## config.mk

```make
export PLATFORM = sky130hd
export DESIGN_NAME = mem_access_unit_flat
export DESIGN_NICKNAME = d
export VERILOG_FILES = /design/src/rtl/mem_access_unit_if.sv /design/src/rtl/mem_access_unit.sv /design/src/flat_wrapper.sv
export SDC_FILE = /design/constraint.sdc
export NUM_CORES = 1
export LEC_CHECK = 0
export BUFFER_PORTS_ARGS = -buffer_cell sky130_fd_sc_hd__buf_2
export CAP_MARGIN = 40
export CORE_AREA = 5 5 122 124
export CTS_CLUSTER_DIAMETER = 40
export DETAILED_ROUTE_END_ITERATION = 6
export DIE_AREA = 0 0 127 129
export HOLD_SLACK_MARGIN = 0.1
export PLACE_DENSITY = 0.85
export SYNTH_ARGS = -nofsm -noshare
export SYNTH_HDL_FRONTEND = slang
export SYNTH_SLANG_ARGS = --single-unit
export TNS_END_PERCENT = 20
```

## constraint.sdc

```tcl
create_clock -name clk -period 6.5 [get_ports clk]
set_clock_uncertainty 0.15 [all_clocks]
set_input_delay 0.65 -clock clk [delete_from_list [all_inputs] [get_ports clk]]
set_output_delay 0.65 -clock clk [all_outputs]
set_load 0.05 [all_outputs]
```

## src/rtl/mem_access_unit_if.sv

```systemverilog
`default_nettype none
// ============================================================================
// Module      : mem_access_unit_if
// Description : Data-RAM request/acknowledge bus between the MEM-stage access
//               unit (master) and the data memory (slave).
// Revision    : 1.0 - initial release
// ============================================================================
interface mem_access_unit_if #(
  parameter int ADDR_W = 32
);
  logic              dmem_req;
  logic              dmem_wr;
  logic [ADDR_W-1:0] dmem_addr;
  logic [3:0]        dmem_be;
  logic [31:0]       dmem_wdata;
  logic              dmem_ack;
  logic [31:0]       dmem_rdata;

  modport master (
    output dmem_req, dmem_wr, dmem_addr, dmem_be, dmem_wdata,
    input  dmem_ack, dmem_rdata
  );

  modport slave (
    input  dmem_req, dmem_wr, dmem_addr, dmem_be, dmem_wdata,
    output dmem_ack, dmem_rdata
  );
endinterface
`default_nettype wire

```

## src/rtl/mem_access_unit.sv

```systemverilog
`default_nettype none
// ============================================================================
// Module      : mem_access_unit
// Description : MEM-stage memory access unit. Issues the latched load/store
//               to the data RAM over a req/ack handshake, stalls the pipe
//               while the access is outstanding, formats load data and
//               presents registered write-back outputs.
//               Optional feature macro: MEM_MISALIGN_TRAP_EN (misaligned
//               halfword/word accesses trap instead of issuing).
// Revision    : 1.0 - initial release
// ============================================================================
module mem_access_unit #(
  parameter int ADDR_W  = 32,
  parameter int TIMEOUT = 255
) (
  input  wire               clk,
  input  wire               rst,
  input  wire        [31:0] mem_pc,
  input  wire        [3:0]  mem_mem_op,
  input  wire        [31:0] mem_mem_addr,
  input  wire        [31:0] mem_mem_data,
  input  wire               mem_we,
  input  wire        [4:0]  mem_write_reg,
  input  wire        [31:0] mem_write_data,
  mem_access_unit_if.master bus,
  output logic              stall_req,
  output logic       [31:0] wb_pc,
  output logic              wb_we,
  output logic       [4:0]  wb_write_reg,
  output logic       [31:0] wb_write_data,
  output logic              mem_err
);

  localparam logic [3:0] OP_LB  = 4'd1;
  localparam logic [3:0] OP_LBU = 4'd2;
  localparam logic [3:0] OP_LH  = 4'd3;
  localparam logic [3:0] OP_LHU = 4'd4;
  localparam logic [3:0] OP_LW  = 4'd5;
  localparam logic [3:0] OP_SB  = 4'd6;
  localparam logic [3:0] OP_SH  = 4'd7;
  localparam logic [3:0] OP_SW  = 4'd8;

  // The counter holds the number of completed ack-less WAIT cycles; the
  // TIMEOUT-th such cycle is the last one, so the abort fires when the count
  // is one short of TIMEOUT and the 8-bit counter never wraps.
  localparam logic [7:0] LAST_WAIT = 8'(TIMEOUT - 1);

  typedef enum logic [1:0] {
    ST_IDLE = 2'd0,
    ST_WAIT = 2'd1,
    ST_DONE = 2'd2
  } state_t;

  state_t            state_q, state_d;
  logic [7:0]        cnt_q, cnt_d;
  logic [3:0]        op_q, op_d;
  logic [1:0]        lane_q, lane_d;
  logic [ADDR_W-1:0] addr_q, addr_d;
  logic [3:0]        be_q, be_d;
  logic [31:0]       wdata_q, wdata_d;
  logic              wr_q, wr_d;
  logic [31:0]       wb_pc_q, wb_pc_d;
  logic              wb_we_q, wb_we_d;
  logic [4:0]        wb_write_reg_q, wb_write_reg_d;
  logic [31:0]       wb_write_data_q, wb_write_data_d;
  logic              mem_err_q, mem_err_d;

  logic              is_load;
  logic              is_store;
  logic              misalign;
  logic [3:0]        issue_be;
  logic [31:0]       issue_wdata;
  logic              is_load_q;
  logic [7:0]        load_byte;
  logic [15:0]       load_half;
  logic [31:0]       load_data;

  // Decode the incoming op: class, alignment and store lane placement.
  always_comb begin
    is_load     = (mem_mem_op >= OP_LB) && (mem_mem_op <= OP_LW);
    is_store    = (mem_mem_op >= OP_SB) && (mem_mem_op <= OP_SW);
    issue_be    = 4'b1111;
    issue_wdata = mem_mem_data;
    case (mem_mem_op)
      OP_SB: begin
        issue_be    = 4'b0001 << mem_mem_addr[1:0];
        issue_wdata = {4{mem_mem_data[7:0]}};
      end
      OP_SH: begin
        issue_be    = 4'b0011 << {mem_mem_addr[1], 1'b0};
        issue_wdata = {2{mem_mem_data[15:0]}};
      end
      default: ;
    endcase
`ifdef MEM_MISALIGN_TRAP_EN
    misalign = (((mem_mem_op == OP_LH) || (mem_mem_op == OP_LHU) || (mem_mem_op == OP_SH))
                && mem_mem_addr[0])
            || (((mem_mem_op == OP_LW) || (mem_mem_op == OP_SW))
                && (mem_mem_addr[1:0] != 2'b00));
`else
    misalign = 1'b0;
`endif
  end

  // Select the addressed lane of the read word and extend it per load type.
  always_comb begin
    is_load_q = (op_q >= OP_LB) && (op_q <= OP_LW);
    load_byte = 8'h00;
    case (lane_q)
      2'd0:    load_byte = bus.dmem_rdata[7:0];
      2'd1:    load_byte = bus.dmem_rdata[15:8];
      2'd2:    load_byte = bus.dmem_rdata[23:16];
      default: load_byte = bus.dmem_rdata[31:24];
    endcase
    load_half = lane_q[1] ? bus.dmem_rdata[31:16] : bus.dmem_rdata[15:0];
    load_data = bus.dmem_rdata;
    case (op_q)
      OP_LB:   load_data = {{24{load_byte[7]}}, load_byte};
      OP_LBU:  load_data = {24'd0, load_byte};
      OP_LH:   load_data = {{16{load_half[15]}}, load_half};
      OP_LHU:  load_data = {16'd0, load_half};
      default: load_data = bus.dmem_rdata;
    endcase
  end

  // Next-state, stall and write-back update for the IDLE/WAIT/DONE sequence.
  always_comb begin
    state_d         = state_q;
    cnt_d           = cnt_q;
    op_d            = op_q;
    lane_d          = lane_q;
    addr_d          = addr_q;
    be_d            = be_q;
    wdata_d         = wdata_q;
    wr_d            = wr_q;
    wb_pc_d         = wb_pc_q;
    wb_we_d         = 1'b0;      // bubble unless a result retires this edge
    wb_write_reg_d  = wb_write_reg_q;
    wb_write_data_d = wb_write_data_q;
    mem_err_d       = 1'b0;
    stall_req       = 1'b0;
    case (state_q)
      ST_IDLE: begin
        if (!(is_load || is_store)) begin
          wb_pc_d         = mem_pc;
          wb_we_d         = mem_we;
          wb_write_reg_d  = mem_write_reg;
          wb_write_data_d = mem_write_data;
        end else begin
          // Hold upstream even for a trapped access so the op is still
          // presented while its DONE cycle retires it.
          stall_req = 1'b1;
          cnt_d     = 8'd0;
          if (misalign) begin
            state_d         = ST_DONE;
            mem_err_d       = 1'b1;
            wb_pc_d         = mem_pc;
            wb_write_reg_d  = mem_write_reg;
            wb_write_data_d = mem_write_data;
          end else begin
            state_d = ST_WAIT;
            op_d    = mem_mem_op;
            lane_d  = mem_mem_addr[1:0];
            addr_d  = {mem_mem_addr[ADDR_W-1:2], 2'b00};
            be_d    = issue_be;
            wdata_d = issue_wdata;
            wr_d    = is_store;
          end
        end
      end
      ST_WAIT: begin
        stall_req = 1'b1;
        // mem_* is held stable by the stall, so it is read directly here.
        if (bus.dmem_ack) begin
          state_d         = ST_DONE;
          wb_pc_d         = mem_pc;
          wb_we_d         = is_load_q ? mem_we : 1'b0;
          wb_write_reg_d  = mem_write_reg;
          wb_write_data_d = is_load_q ? load_data : mem_write_data;
        end else if (cnt_q == LAST_WAIT) begin
          state_d         = ST_DONE;
          mem_err_d       = 1'b1;
          wb_pc_d         = mem_pc;
          wb_write_reg_d  = mem_write_reg;
          wb_write_data_d = mem_write_data;
        end else begin
          cnt_d = cnt_q + 8'd1;
        end
      end
      ST_DONE: begin
        state_d = ST_IDLE;
      end
      default: begin
        state_d = ST_IDLE;
      end
    endcase
  end

  // State, latched access and write-back registers.
  always_ff @(posedge clk) begin
    if (rst) begin
      state_q         <= ST_IDLE;
      cnt_q           <= 8'd0;
      op_q            <= 4'd0;
      lane_q          <= 2'd0;
      addr_q          <= '0;
      be_q            <= 4'd0;
      wdata_q         <= 32'd0;
      wr_q            <= 1'b0;
      wb_pc_q         <= 32'd0;
      wb_we_q         <= 1'b0;
      wb_write_reg_q  <= 5'd0;
      wb_write_data_q <= 32'd0;
      mem_err_q       <= 1'b0;
    end else begin
      state_q         <= state_d;
      cnt_q           <= cnt_d;
      op_q            <= op_d;
      lane_q          <= lane_d;
      addr_q          <= addr_d;
      be_q            <= be_d;
      wdata_q         <= wdata_d;
      wr_q            <= wr_d;
      wb_pc_q         <= wb_pc_d;
      wb_we_q         <= wb_we_d;
      wb_write_reg_q  <= wb_write_reg_d;
      wb_write_data_q <= wb_write_data_d;
      mem_err_q       <= mem_err_d;
    end
  end

  assign bus.dmem_req   = (state_q == ST_WAIT);
  assign bus.dmem_wr    = wr_q;
  assign bus.dmem_addr  = addr_q;
  assign bus.dmem_be    = be_q;
  assign bus.dmem_wdata = wdata_q;

  assign wb_pc         = wb_pc_q;
  assign wb_we         = wb_we_q;
  assign wb_write_reg  = wb_write_reg_q;
  assign wb_write_data = wb_write_data_q;
  assign mem_err       = mem_err_q;

endmodule
`default_nettype wire

```

## src/flat_wrapper.sv

```systemverilog
// flat-port wrapper written by rule: the top's interface ports become plain ports
module mem_access_unit_flat 
#(
  parameter int ADDR_W  = 32,
  parameter int TIMEOUT = 255
)
  (clk, rst, mem_pc, mem_mem_op, mem_mem_addr, mem_mem_data, mem_we, mem_write_reg, mem_write_data, stall_req, wb_pc, wb_we, wb_write_reg, wb_write_data, mem_err, bus_dmem_req, bus_dmem_wr, bus_dmem_addr, bus_dmem_be, bus_dmem_wdata, bus_dmem_ack, bus_dmem_rdata);
  mem_access_unit_if #(.ADDR_W(ADDR_W)) bus_i ();
  input  wire clk;
  input  wire rst;
  input  wire        [31:0] mem_pc;
  input  wire        [3:0] mem_mem_op;
  input  wire        [31:0] mem_mem_addr;
  input  wire        [31:0] mem_mem_data;
  input  wire mem_we;
  input  wire        [4:0] mem_write_reg;
  input  wire        [31:0] mem_write_data;
  output logic stall_req;
  output logic       [31:0] wb_pc;
  output logic wb_we;
  output logic       [4:0] wb_write_reg;
  output logic       [31:0] wb_write_data;
  output logic mem_err;
  output wire logic [$bits(bus_i.dmem_req)-1:0] bus_dmem_req;
  output wire logic [$bits(bus_i.dmem_wr)-1:0] bus_dmem_wr;
  output wire logic [$bits(bus_i.dmem_addr)-1:0] bus_dmem_addr;
  output wire logic [$bits(bus_i.dmem_be)-1:0] bus_dmem_be;
  output wire logic [$bits(bus_i.dmem_wdata)-1:0] bus_dmem_wdata;
  input wire logic [$bits(bus_i.dmem_ack)-1:0] bus_dmem_ack;
  input wire logic [$bits(bus_i.dmem_rdata)-1:0] bus_dmem_rdata;
  assign bus_dmem_req = bus_i.dmem_req;
  assign bus_dmem_wr = bus_i.dmem_wr;
  assign bus_dmem_addr = bus_i.dmem_addr;
  assign bus_dmem_be = bus_i.dmem_be;
  assign bus_dmem_wdata = bus_i.dmem_wdata;
  assign bus_i.dmem_ack = bus_dmem_ack;
  assign bus_i.dmem_rdata = bus_dmem_rdata;
  mem_access_unit #(.ADDR_W(ADDR_W), .TIMEOUT(TIMEOUT)) u_core (.clk(clk), .rst(rst), .mem_pc(mem_pc), .mem_mem_op(mem_mem_op), .mem_mem_addr(mem_mem_addr), .mem_mem_data(mem_mem_data), .mem_we(mem_we), .mem_write_reg(mem_write_reg), .mem_write_data(mem_write_data), .bus(bus_i), .stall_req(stall_req), .wb_pc(wb_pc), .wb_we(wb_we), .wb_write_reg(wb_write_reg), .wb_write_data(wb_write_data), .mem_err(mem_err));
endmodule
```

# Yosys cells after proc, flatten, opt, wreduce, memory -nomap -nowiden
# Index checks and enable logic that the tools add are counted.
[classes] add_sub_neg=1 n_lt_le_gt_ge=6 n_eq_ne=15 shift=2 muxes=33 n_bitwise=1 reduce_logical=12
[ops] cell="2-to-1 mux 32 bit" count=7
[ops] cell="one-hot mux 32 bit (2 select lines)" count=3
[ops] cell="one-hot mux 32 bit (4 select lines)" count=1
[ops] cell="2-to-1 mux 8 bit" count=3
[ops] cell="one-hot mux 8 bit (3 select lines)" count=1
[ops] cell="2-to-1 mux 16 bit" count=1
[ops] cell="one-hot mux 8 bit (2 select lines)" count=1
[ops] cell="2-to-1 mux 5 bit" count=3
[ops] cell="equality test 4 x 3 -> 1 bit, second input constant" count=3
[ops] cell="one-hot mux 5 bit (2 select lines)" count=1
[ops] cell="adder 8 x 1 -> 8 bit, second input constant" count=1
[ops] cell="equality test 4 x 2 -> 1 bit, second input constant" count=2
[ops] cell="equality test 8 bit, second input constant" count=1
[ops] cell=">= comparator 4 x 1 -> 1 bit, second input constant" count=2
[ops] cell="less-or-equal comparator 4 x 3 -> 1 bit, second input constant" count=2
[ops] cell="one-hot mux 4 bit (2 select lines)" count=1
[ops] cell="2-to-1 mux 2 bit" count=3
[ops] cell="inequality test 2 bit, second input constant" count=3
[ops] cell="2-to-1 mux 1 bit" count=5
[ops] cell="equality test 2 x 1 -> 1 bit, second input constant" count=2
[ops] cell="equality test 4 x 1 -> 1 bit, second input constant" count=1
[ops] cell=">= comparator 4 x 3 -> 1 bit, second input constant" count=1
[ops] cell="less-or-equal comparator 4 bit, second input constant" count=1
[ops] cell="zero test 2 bit" count=2
[ops] cell="other kinds (15)" count=19
[word_totals] reg_bits=154 inputBits=173 out_inout_bits=142 word_cells=83

# Depth between registers and ports, before layout
# Gate-level depths: netlist of the first run.
[depth] word_depth=6 ltp_mapped=9

# Least setup slack after synthesis of the first run
# No wires, ideal clock.
[synth_timing] kind="input-to-output" start="in mem_mem_op[0]" end="out stall_req" t_arrival_ns=1.978 setup_slack_ns=3.722 cell_stages=4 cell_sequence="buf_6 o31ai_1 a21oi_1 nor2_1"
[synth_via] elab_chain_len=5 elab_cells_between_ends=9 classes_between="order compare (4); mux (2); reduce/logical (3)"
[synth_rtl] item="start, declared" line_no="flat_wrapper.sv:12" rtl="input wire [3:0] mem_mem_op;"
[synth_rtl] item=">= comparator 4 x 1 -> 1 bit (tied with other cells)" line_no="mem_access_unit.sv:80" rtl="is_load = (mem_mem_op >= OP_LB) && (mem_mem_op <= OP_LW);"
[synth_rtl] item="logical AND 1 bit, on equally long branches" line_no="mem_access_unit.sv:80, mem_access_unit.sv:81"
[synth_rtl] item="logical OR 1 bit *" line_no="mem_access_unit.sv:144" rtl="if (!(is_load || is_store)) begin"
[synth_rtl] item="2-to-1 mux 1 bit *" line_no="mem_access_unit.sv:144"
[synth_rtl] item="one-hot mux 1 bit (2 select lines) *" line_no="mem_access_unit.sv:142" rtl="case (state_q)"
[synth_rtl] item="end, declared" line_no="flat_wrapper.sv:18" rtl="output logic stall_req;"
# Every way passes the cells marked *; elsewhere a longest branch is shown, timed or not.

# Worst setup path in the final report of the first run
[layout_timing] start="reg u_core.op_q[1]" end="reg u_core.wb_write_data_q[13] (netlist: u_core.wb_write_data[13])"
[layout_via] elab_chain_len=5 elab_cells_between_ends=11 classes_between="order compare (2); eq/ne (4); mux (4); reduce/logical (1)"
[layout_rtl] item="start, declared" line_no="mem_access_unit.sv:56" rtl="logic [3:0] op_q, op_d;"
[layout_rtl] item="start signal, assigned" line_no="mem_access_unit.sv:218" rtl="op_q <= op_d;"
[layout_rtl] item=">= comparator 4 x 1 -> 1 bit (tied with other cells)" line_no="mem_access_unit.sv:107" rtl="is_load_q = (op_q >= OP_LB) && (op_q <= OP_LW);"
[layout_rtl] item="logical AND 1 bit / one-hot mux 32 bit (4 select lines) (equally long branches)" line_no="mem_access_unit.sv:107, mem_access_unit.sv:117"
[layout_rtl] item="2-to-1 mux 32 bit *" line_no="mem_access_unit.sv:179" rtl="wb_write_data_d = is_load_q ? load_data : mem_write_data;"
[layout_rtl] item="2-to-1 mux 32 bit *" line_no="mem_access_unit.sv:174" rtl="if (bus.dmem_ack) begin"
[layout_rtl] item="one-hot mux 32 bit (2 select lines) *" line_no="mem_access_unit.sv:142"
[layout_rtl] item="end signal, assigned" line_no="mem_access_unit.sv:227" rtl="wb_write_data_q <= wb_write_data_d;"
[layout_rtl] item="end, declared" line_no="mem_access_unit.sv:65" rtl="logic [31:0] wb_write_data_q, wb_write_data_d;"
# Marked as above.
# A chain may end at the register's enable or synchronous reset.

==> results of run 1 <==
==> metrics by stage <==
step                setup slack (ps)  std cells
floorplan                       3720        842
global placement                3000       1273
detailed placement              2970       1276
CTS                             3300       1308
global route                    3010       1308
finish                          3200       1308
==> worst max path at each step <==
stage                         from                       end  slack [ps]  depth (start not counted)
global placement     mem_mem_op[0]  u_core.wb_write_data[11]        3000                          8
finish              u_core.op_q[1]  u_core.wb_write_data[13]        3200                          5
detailed placement   mem_mem_op[0]  u_core.wb_write_data[13]        2970                          9
floorplan            mem_mem_op[0]                 stall_req        3720                          4
CTS                 u_core.op_q[2]  u_core.wb_write_data[13]        3300                          5
global route        u_core.op_q[1]  u_core.wb_write_data[10]        3010                          5
==> worst reg2reg max path, cell delays in order, from the launching register on <==
cell and delay, ps:
dfxtp_1 570, or3_1 210, nand3_1 660, a221oi_1 950, o221ai_1 280, a311oi_1 370
==> area by class of cell <==
class,instances,area (um^2),area share
Multi-Input combinational cell,616,3390,0.378
Sequential cell,154,3080,0.344
Timing Repair Buffer,322,1660,0.185
Clock buffer,22,474,0.0529
Tap cell,180,225,0.0251
Clock inverter,10,116,0.0130
Inverter,4,15.0,0.00168
==> logic make-up (layout without fill, tap and decap cells) <==
group | Yosys count | after routing | share of synthesized area
AOI/OAI and AO/OA | 217 | 217 | 0.206
xor gates and xnor gates | 7 | 7 | 0.00906
adders and majority gates | 2 | 2 | 0.00370
buffers and inverters | 72 | 358 | 0.0475
DFF | 154 | 154 | 0.456
muxes | 34 | 34 | 0.0636
other | 1 | 2 | 0.000554
and+or+nand+nor | 354 | 354 | 0.214
==> cells in the final DEF (no fill, tap or decap), drive strengths merged, types with 5 or more instances in the layout <==
cell type	instances
mux2i	25
buf	322
nor3	11
inv	5
dfxtp	154
mux4	7
nand2	232
a21oi	113
a211o	18
clkinv	5
clkbuf	22
xor2	6
o21ai	12
o211ai	12
a311oi	16
nor2	79
a211oi	20
nor2b	5
o221ai	13
==> power groups by stage <==
stage	logic, mW	clock network, mW	registers [mW]
floorplan	0.286	0	1.39
global placement	0.775	0	1.10
detailed placement	0.789	0	1.11
CTS	0.791	0.995	1.09
global route	0.844	1.04	1.10
finish	0.791	0.979	1.09
==> routing by layer <==
metal  up-vias  routed length, um
met5         -                 11
met4         2                855
met3        65               2380
met2       388              10500
met1      3188               8230
li1       3462                  -
==> flow_summary.toml, run 1 <==
[run_status]
status = "finished, final reports clean"

[synthesis]
synth_cells = 841
ys_types = 49
synth_ff_type = "dfxtp_1"
ys_seq_area_frac = 0.456
yosys-top-cells-area = "dfxtp_1 (46%), nand2_1 (13%), a21oi_1 (8.4%)"
synth-async-reset-ratio = 0
synth_area_mm2 = 0.00676
yosysMostFrequentCell = "nand2_1"
synth_top_area_frac = 0.456
synthTopCellsByCount = "nand2_1 (232), dfxtp_1 (154), a21oi_1 (113), nor2_1 (79), clkbuf_1 (49)"
avgSynthCellArea_um2 = 8.04
synth_area_leader_cell = "dfxtp_1"
synth-edff-count = 0
ys_warn_count = 0
ys_seq_elements = 154

[sta]
final.period_utilization = 0.508
grt_setup_unrepaired = "false"
hold_viol_final = 0
hold_slack_ps = 301
setup_viol = 0
fin_crit_ps = 3300
maxSlewViolCount = 0
setup_tns_ps = 0
tightest_slew_ps = 939
relSlewSlack = 0.372
fmax_ghz = 0.303

[power_and_ir_drop]
p_total_mw = 2.86
p_leak_nw = 4.14
switching_share = 0.356
p_switching_mw = 1.02
vdd_drop_max_v = 0.000175
powerDensity_mw_per_mm2 = 319
intPower_mw = 1.84
pwr-share-comb = 0.277
p_clk_frac = 0.343
pwr-share-seq = 0.380

[worst_setup_path]
worst_setup_path_end_kind = "flop"
critPathMaxStageDelay_ps = 940
critical_path_buf_inv_count = 0
path_cells = "or3_1, nand3_1, a221oi_1, o221ai_1, a311oi_1"
cp.required_ps = 6650
start_kind = "flop"
reg2reg_from = "u_core.op_q[1]"
cp_slowest_cell = "a221oi_1"
critPathTopFamily = "compound AO/OA/AOI/OAI gates"
path_max_fanout = 23
r2r-end = "u_core.wb_write_data[13]"
arrival_ps = 3460
rr_worst_depth = 5
path_class = "flop to flop"
reg2reg_setup_slack_ps = 3200

[global_route]
grt-busiest-layer = "met2"
use_met1 = 0.303
grt_pass1_vias = 6733
grt_max_degree = 84
grt_use_met3 = 0.0847
grt_pass1_wl_mm = 33.8
antenna_found_initial = 1
met2_usage = 0.424
grt.total_usage = 0.257
grt_overflow = 0

[clocking]
cts-resized-gates = 0
clkSinkCount = 154
cts_buffers = 17
cts_tree = "built"
path_clk_slew_ps = 60
post_cts_buffers = 0
clock_path_buffers = 2
h-tree-depth = 4
clk_latency_ps = 410
clock-root-buffer = "clkbuf_16"
ctsHoldBuffers = 0

[finish]
area_growth_pct = 32.5
nets = 1290
utilization = 0.656
drive_gt1_frac = 0.332
antenna_cells = 0
final_area_mm2 = 0.00896
fillers = 1192

[placement]
port_buffers = 312
place_hpwl_mm = 16.3
gp_congestion = 0.924
placed_area_mm2 = 0.00837

[floorplanning]
rows = 43
fp.dieH_um = 129
dieArea_mm2 = 0.0164
initial_utilization = 0.495
ioPinCount = 315
die_x_um = 127
core_mm2 = 0.0137

[route]
wl_per_cell_um = 16.8
ant_nets = 0
vias = 7105
viasPerCell = 5.43
dr.pass1.iters = 5
drcViolationCount = 0
wirelength_mm = 22.0
drt_iter0_drc = 514

[worst_hold_path]
holdPathStages = 2
hp-start = "u_core.bus.dmem_addr[29]"
hold_end = "u_core.bus.dmem_addr[29]"
hold_class = "flop to flop"

[flow_run]
maxCapViolCount = 0
No activity file was read; power rests on OpenSTA's default activity.
==> inputs of run 2 (changes only) <==
- CORE_AREA: 5 5 122 124 -> 5 5 126 128
- DIE_AREA: 0 0 127 129 -> 0 0 131 133
- PLACE_DENSITY: 0.85 -> 0.8
- clock period: 6.5 -> 3.3 ns (I/O delays scaled with it)
==> run 2 against run 1 <==
Net effect:
- via count is 12% higher
- largest power group unchanged
- non-clock buffer count rose by 122
- combinational power grew 120%
- power grew 110%
- die area grew 6.3%
- register-to-register slack got worse by 2900 ps
- global-route usage grew 2.8 points
- clock power up 110%
- highest routed layer is now met4
==> flow_summary.toml, run 2 (synthesis results as in run 1) <==
[power_and_ir_drop]
p_total_mw = 5.90
vdd_drop_max_v = 0.000376
powerDensity_mw_per_mm2 = 577
p_leak_nw = 4.69

[route]
vias = 7986
drt_iter0_drc = 634
met3_length_mm = 2.55
viasPerCell = 5.55
drcViolationCount = 0
wirelength_mm = 26.1
dr.pass1.iters = 5
ant_nets = 0
m1WireLength_mm = 9.41
route.met2.wl_mm = 12.9
highest_layer = "met4"
wl_per_cell_um = 18.2

[finish]
mostFrequentLayoutCells = "buf_2 (311), nand2_1 (232), dfxtp_1 (154)"
final_area_mm2 = 0.0102
area_growth_pct = 51.2
fillers = 1087
final_common_cell = "buf_2"
seq_area_mm2 = 0.00308
nets = 1412
multi_input_area_mm2 = 0.00340
utilization = 0.693
drive_gt1_frac = 0.305

[global_route]
grt_overflow = 0
grt_pass1_vias = 7834
antenna_found_initial = 1
grt_max_degree = 91
grt.total_usage = 0.285
grt_pass1_wl_mm = 39.4

[worst_setup_path]
path_max_fanout = 66
path_class = "input port to flop"
arrival_ps = 3260
cp_slowest_cell = "dlygate4sd3_1"
path_common_cell = "dlygate4sd3_1"
path_cells = "dlygate4sd3_1, buf_2, or4_4, and3_4, a211oi_4, buf_12, nor2_1, a311oi_1, dlygate4sd3_1"
worst_setup_path_end_kind = "flop"
rr_worst_depth = 6
start_kind = "input port"
cp.required_ps = 3510
critPathMaxStageDelay_ps = 570

[placement]
gp_congestion = 0.895
port_buffers = 312
place_hpwl_mm = 16.3
placed_area_mm2 = 0.00846

[clocking]
cts_tree = "built"
clk_latency_ps = 420
post_cts_buffers = 0
path_clk_slew_ps = 60
clock_path_buffers = 2
h-tree-depth = 4
clock-root-buffer = "clkbuf_16"
cts_buffers = 17
clkSinkCount = 154

[run_status]
status = "finished, final reports clean"

[sta]
fmax_ghz = 0.328
setup_tns_ps = 0
tightest_slew_ps = 826
fin_crit_ps = 3050
relSlewSlack = 0.445
maxSlewViolCount = 0
setup_viol = 0
hold_slack_ps = 115
grt_setup_unrepaired = "false"
hold_viol_final = 0
final.period_utilization = 0.924

[floorplanning]
ioPinCount = 315
dieArea_mm2 = 0.0174
initial_utilization = 0.459
core_mm2 = 0.0148
fp.dieH_um = 133
rows = 45
die_x_um = 131

[flow_run]
maxCapViolCount = 0

[worst_hold_path]
holdPathStages = 3
hold_class = "input port to flop"
==> run 2: worst max-delay path: cells and delay by family <==
kind / cells / cell delay [ps]
buf+inv: 4 / 1570
simple gates: 3 / 860
compound gates: 2 / 480
==> run 2: final cells by class <==
class	count	share of cell area
diodes	1	0.000245
clock buffers	22	0.0454
clock inverters	10	0.0136
inverters	4	0.00147
multi-input cells	616	0.332
flip-flops and latches	154	0.301
well taps	188	0.0230
repair buffers	444	0.283
==> run 2: stage by stage <==
step	setup WS (ps)	cells
floorplan	966	842
global placement	673	1291
detailed placement	612	1291
CTS	180	1438
global route	132	1439
finish	250	1439
==> run 2: path summary, 6_finish.rpt <==
kind                         start                         to  slack [ps]
setup / recovery     mem_mem_op[3]   u_core.wb_write_data[11]         250
hold / removal    mem_mem_data[28]  u_core.bus.dmem_wdata[28]         120
setup reg to reg    u_core.op_q[2]   u_core.wb_write_data[11]         330
hold reg to reg    u_core.wb_pc[4]            u_core.wb_pc[4]         300
==> run 2: report_power, final <==
part	switching [mW]	internal, mW	leakage (nW)
combinational	1.20	0.527	3.13
clock	0.791	1.23	0.295
sequential	0.114	2.04	1.27
total	2.10	3.80	4.69
==> run 2: layer usage <==
| metal | vias up | global-route usage |
|---|---|---|
| li1 | 3712 | - |
| met1 | 3690 | 0.313 |
| met2 | 487 | 0.486 |
| met3 | 97 | 0.0844 |
| met4 | 0 | 0.154 |
| met5 | - | 0 |
==> run 2: what timing repair did <==
item | 4_1_cts | 5_1_grt
gates resized for setup | 0 | 1
endpoints found under the setup margin | 0 | 1
hold endpoints to repair | 117 | 0
hold buffers | 115 | 0
